File: src/rtl/key_conditioner.sv
// -----------------------------------------------------------------------------
// key_conditioner
//
// Conditions a bank of raw, active-low push buttons into clean, active-high
// key events. Each key is handled by its own independent slice:
//   2-flop synchroniser -> stable-run debouncer -> edge pulses -> auto-repeat.
//
// Parameters
//   N_KEYS          number of buttons conditioned
//   DEBOUNCE_CYCLES consecutive stable synchronised samples needed to accept a
//                   level change (1 .. 2^CNT_W-1)
//   REPEAT_DELAY    hold time in cycles before auto-repeat starts (0 = off)
//   REPEAT_PERIOD   auto-repeat interval in cycles (1 .. 2^CNT_W-1)
//   CNT_W           width of every per-key counter
//
// Ports
//   CLOCK_50  in   1       sole clock, rising edge
//   RESET_N   in   1       synchronous reset, active low
//   KEY       in   N_KEYS  raw asynchronous buttons, 0 = pressed
//   DOWN      out  N_KEYS  debounced level, 1 = held
//   PRESS     out  N_KEYS  one-cycle pulse on accepted press and each repeat
//   RELEASE   out  N_KEYS  one-cycle pulse on accepted release
// -----------------------------------------------------------------------------
module key_conditioner #(
  parameter int N_KEYS          = 4,
  parameter int DEBOUNCE_CYCLES = 1000000,
  parameter int REPEAT_DELAY    = 0,
  parameter int REPEAT_PERIOD   = 5000000,
  parameter int CNT_W           = 24
) (
  input  logic              CLOCK_50,
  input  logic              RESET_N,
  input  logic [N_KEYS-1:0] KEY,
  output logic [N_KEYS-1:0] DOWN,
  output logic [N_KEYS-1:0] PRESS,
  output logic [N_KEYS-1:0] RELEASE
);

  localparam bit               L_REP_EN  = (REPEAT_DELAY > 0);
  localparam logic [CNT_W-1:0] L_DB_LAST = CNT_W'(DEBOUNCE_CYCLES - 1);
  localparam logic [CNT_W-1:0] L_RD_LAST = CNT_W'(L_REP_EN ? REPEAT_DELAY - 1 : 0);
  localparam logic [CNT_W-1:0] L_RP_LAST = CNT_W'(REPEAT_PERIOD - 1);

  genvar gi;
  generate
    for (gi = 0; gi < N_KEYS; gi++) begin : g_key
      logic             r_sync1;
      logic             r_sync2;
      logic             r_db_n;      // accepted level, active low
      logic [CNT_W-1:0] r_dcnt;      // length of current run differing from r_db_n
      logic [CNT_W-1:0] r_rcnt;      // cycles since last press / repeat pulse
      logic             r_rep_phase; // 0: waiting out the initial delay, 1: periodic
      logic             r_press;
      logic             r_release;

      logic w_differ;
      logic w_accept;
      logic w_press_evt;
      logic w_release_evt;
      logic w_rep_hit;

      assign w_differ      = (r_sync2 != r_db_n);
      // The sample that makes the run DEBOUNCE_CYCLES long flips the level.
      assign w_accept      = w_differ && (r_dcnt == L_DB_LAST);
      assign w_press_evt   = w_accept && r_db_n;
      assign w_release_evt = w_accept && !r_db_n;
      // Initial delay and period share one counter; the phase bit picks the
      // terminal count.
      assign w_rep_hit     = L_REP_EN && !r_db_n &&
                             (r_rcnt == (r_rep_phase ? L_RP_LAST : L_RD_LAST));

      always_ff @(posedge CLOCK_50) begin
        if (!RESET_N) begin
          r_sync1     <= 1'b1;
          r_sync2     <= 1'b1;
          r_db_n      <= 1'b1;
          r_dcnt      <= '0;
          r_rcnt      <= '0;
          r_rep_phase <= 1'b0;
          r_press     <= 1'b0;
          r_release   <= 1'b0;
        end else begin
          r_sync1 <= KEY[gi];
          r_sync2 <= r_sync1;

          if (!w_differ) begin
            r_dcnt <= '0;
          end else if (w_accept) begin
            r_db_n <= r_sync2;
            r_dcnt <= '0;
          end else begin
            r_dcnt <= r_dcnt + CNT_W'(1);
          end

          r_release <= w_release_evt;

          // A release edge wins over a repeat landing in the same cycle, so
          // repeats stop exactly when DOWN falls.
          if (w_press_evt || w_release_evt || r_db_n) begin
            r_rcnt      <= '0;
            r_rep_phase <= 1'b0;
            r_press     <= w_press_evt;
          end else if (w_rep_hit) begin
            r_rcnt      <= '0;
            r_rep_phase <= 1'b1;
            r_press     <= 1'b1;
          end else begin
            r_rcnt      <= L_REP_EN ? r_rcnt + CNT_W'(1) : '0;
            r_press     <= 1'b0;
          end
        end
      end

      // r_db_n is itself a flop, so DOWN is registered and moves on the same
      // edge as the PRESS/RELEASE pulses.
      assign DOWN[gi]    = !r_db_n;
      assign PRESS[gi]   = r_press;
      assign RELEASE[gi] = r_release;
    end
  endgenerate

endmodule

File: config.mk
export PLATFORM = sky130hd
export DESIGN_NAME = key_conditioner
export DESIGN_NICKNAME = d
export VERILOG_FILES = /design/src/rtl/key_conditioner.sv
export SDC_FILE = /design/constraint.sdc
export NUM_CORES = 1
export LEC_CHECK = 0
export CELL_PAD_IN_SITES_DETAIL_PLACEMENT = 0
export CELL_PAD_IN_SITES_GLOBAL_PLACEMENT = 1
export CORE_MARGIN = 5
export CORE_UTILIZATION = 30
export DETAILED_ROUTE_END_ITERATION = 16
export PLACE_DENSITY = 0.54
export SLEW_MARGIN = 20
export SYNTH_ARGS = -nofsm -noshare
export SYNTH_HDL_FRONTEND = slang
export SYNTH_SLANG_ARGS = --single-unit
File: constraint.sdc
create_clock -name CLOCK_50 -period 1.9 [get_ports CLOCK_50]
set_clock_uncertainty 0.1 [all_clocks]
set_input_delay 0.38 -clock CLOCK_50 [delete_from_list [all_inputs] [get_ports CLOCK_50]]
set_output_delay 0.38 -clock CLOCK_50 [all_outputs]
set_load 0.005 [all_outputs]
==> reports/summary.txt <==
status -> complete, no violations
pre-CTS WS -> 0.00477 ns
post-route cell area -> 6550 um^2
Post-Synthesis Cell Area -> 5060 um^2
Rows -> 47
IO Pins -> 18
Core ar. -> 16600 um^2
clk sinks -> 116
worst hold path type -> reg2reg
Seq/Total Area, Yosys -> 45.9%
list of most frequent post-synthesis cells -> dfxtp_1, nor2_1, o21ai_0
total gr overflow -> 0
worst setup path end -> g_key[1].r_dcnt[22]$_SDFF_PP0_
Async SR Flop Fraction -> 0%
antenna viol nets, final -> 0
initial antenna violation count -> 0
CP Max Fanout -> 5
Final Max Tran Viols -> 0
CP Launch Type -> register
main area contributors after synthesis -> dfxtp_1, nor2_1, xor2_1
Hold Violations, Final -> 0
relative slew slack -> 72.6%
clk buf depth -> 2
Fill cells -> 1684
critical path class -> reg2reg
Reg2Reg Depth -> 6
fmax -> 550 MHz
RSZ-0062 raised after global routing -> true
syn avg cell area -> 8.65 um^2
via count -> 4268
r2r endpoint -> g_key[1].r_dcnt[22]$_SDFF_PP0_
worst slew pin tran -> 0.407 ns
vias in the first global route -> 3998
slowest library cell on the worst path -> or4_4
CTS Hold Buffers Added -> 0
reg2reg setup slack -> 0.08 ns
worst-skew pair later-pin latency -> 0.41 ns
Area growth syn-to-layout -> 29.5%
Seq cells post-synth -> 116
cell area after placement -> 5840 um^2
final period utilization -> 95.7%
DR vias/cell -> 4.82
Die ar. -> 19600 um^2
Cell Pwr Density -> 847 nW/um^2
hold wc startpoint -> g_key[1].r_sync1$_SDFF_PN1_
CTS tree -> yes
nets@finish -> 665
Layout Utilization -> 39.5%
Iter 0 DRT Violations -> 205
post-synth top area share -> 45.9%
layout cells sized above 1 -> 19.2%
first-pass GRT wire length -> 18.8 mm
Yosys warning count -> 0
total wire length -> 11.1 mm
Critical Path AT -> 2.01 ns
total nets after synthesis -> 595
LEAKAGE -> 2.21 nW
Critical Path RT -> 2.09 ns
count leader, synth -> dfxtp_1
critical path, cell by cell -> ha_4, nand4_1, or4_4, buf_4, o21ai_0, a21oi_2
CP endpoint kind -> register
final setup margin -> 0.0820 ns
cell count after synthesis -> 585
H-Tree Depth -> 4
CP Launch Point -> g_key[1].r_dcnt[1]$_SDFF_PP0_
DRT Pass-1 Iters -> 4
post-synth cell types -> 37
min Tclk post-route -> 1.82 ns
clk root buf -> clkbuf_16
largest net degree at the start of global routing -> 24
number of max-cap violations -> 0
wire length per cell -> 12.5 um
Worst R2R Start -> g_key[1].r_dcnt[1]$_SDFF_PP0_
Final setup viols -> 0
DRC Markers -> 0
TNS Setup -> 0 ns
Port Buffer Count -> 17
ANT cells -> 0
Critical Path Max Stage Delay -> 0.53 ns
number of flops mapped to enable cells by yosys -> 0
prevailing post-synth register cell -> dfxtp_1
Placer Congestion -> 0.792
Yosys top cell by area -> dfxtp_1
height of the die -> 140 um
initial core utilization -> 30.5%
CTS buffer count -> 17
Final HPWL DP -> 7.89 mm
Total Routing Usage GR -> 11.7%
Max VDD drop -> 0.658 mV
Overall Power -> 0.00555 W
Reg clk slew, reported paths -> 0.05 ns
chip width -> 140 um
-- metal layers --
layer | up-vias | routed length, um | global-route usage (%)
met5 | - | 0 | 0
met4 | 0 | 152 | 4.64
met3 | 12 | 382 | 3.77
met2 | 44 | 5110 | 18.6
met1 | 2003 | 5460 | 14.8
li1 | 2209 | - | -
-- critical path: cells and delay by family, from the launching register on --
family | cells | cell delay, ns
AND/OR/NAND/NOR | 2 | 0.65
buffers and inverters | 1 | 0.16
AO/OA/AOI/OAI | 2 | 0.29
adder cells (fa/ha/maj) | 1 | 0.15
flip-flops | 1 | 0.35
-- cells in the final DEF (no fill, tap or decap), types with 4 or more instances in the layout --
cell type,count
nor2_1,67
xor2_1,28
nand2b_1,9
xnor2_1,27
nor4b_1,4
nor3_1,10
or4_4,6
nand2_1,26
buf_4,64
or3_1,31
dfxtp_2,7
and3_1,11
o21ai_0,38
clkdlybuf4s50_1,15
and4_1,10
a21oi_1,35
nand3_1,31
nor4_1,11
clkbuf_8,6
clkbuf_16,17
nand4_1,36
dfxtp_1,107
inv_1,20
-- flip-flops by register name, summed over array words and instances (netlist names) --
name	count
g_key.r_sync1	4
g_key.r_sync2	4
g_key.r_release	4
g_key.r_press	4
g_key.r_db_n	4
g_key.r_dcnt	96
-- kinds of logic after synthesis --
group | synth area share (%)
AOI/OAI and AO/OA | 9.05
adders and majority gates | 0.989
and+or+nand+nor | 29.7
xor gates and xnor gates | 9.52
DFF | 45.9
buffers and inverters | 4.82
-- area by class of cell --
type | count | area (um^2) | share of cell area (%)
clock buffer | 26 | 519 | 7.92
multi-input combinational | 415 | 2580 | 39.4
inverter | 20 | 75.1 | 1.15
sequential | 116 | 2340 | 35.7
clock inverter | 4 | 45.0 | 0.687
tap | 220 | 275 | 4.20
timing repair buffer | 85 | 718 | 11.0
-- stage by stage --
stage	hold slack, ns	instances
2_1_floorplan	0.286	585
3_3_place_gp	0.289	851
3_5_place_dp	0.293	851
4_1_cts	0.310	881
5_1_grt	0.315	886
6_report	0.305	886
-- power by group --
| part | internal (W) | switching (W) | total, W |
|---|---|---|---|
| logic | 0.0000330 | 0.0000338 | 0.0000667 |
| registers | 0.00244 | 0.00000626 | 0.00245 |
| clock network | 0.00198 | 0.00105 | 0.00303 |
-- timing repair --
| action | in CTS | in global routing |
|---|---|---|
| pin swaps | 0 | 12 |
| resized for setup | 1 | 31 |
| buffers inserted | 0 | 5 |
| endpoints found under the setup margin | 1 | 83 |
-- worst min path at each step --
stage,to,cells after the start
detailed placement,g_key[0].r_sync2$_SDFF_PN1_,1
floorplan,g_key[0].r_sync2$_SDFF_PN1_,1
global placement,g_key[2].r_sync2$_SDFF_PN1_,1
CTS,g_key[1].r_sync2$_SDFF_PN1_,1
global route,g_key[2].r_sync2$_SDFF_PN1_,1
finish,g_key[1].r_sync2$_SDFF_PN1_,1
No activity file was read; power rests on OpenSTA's default activity.
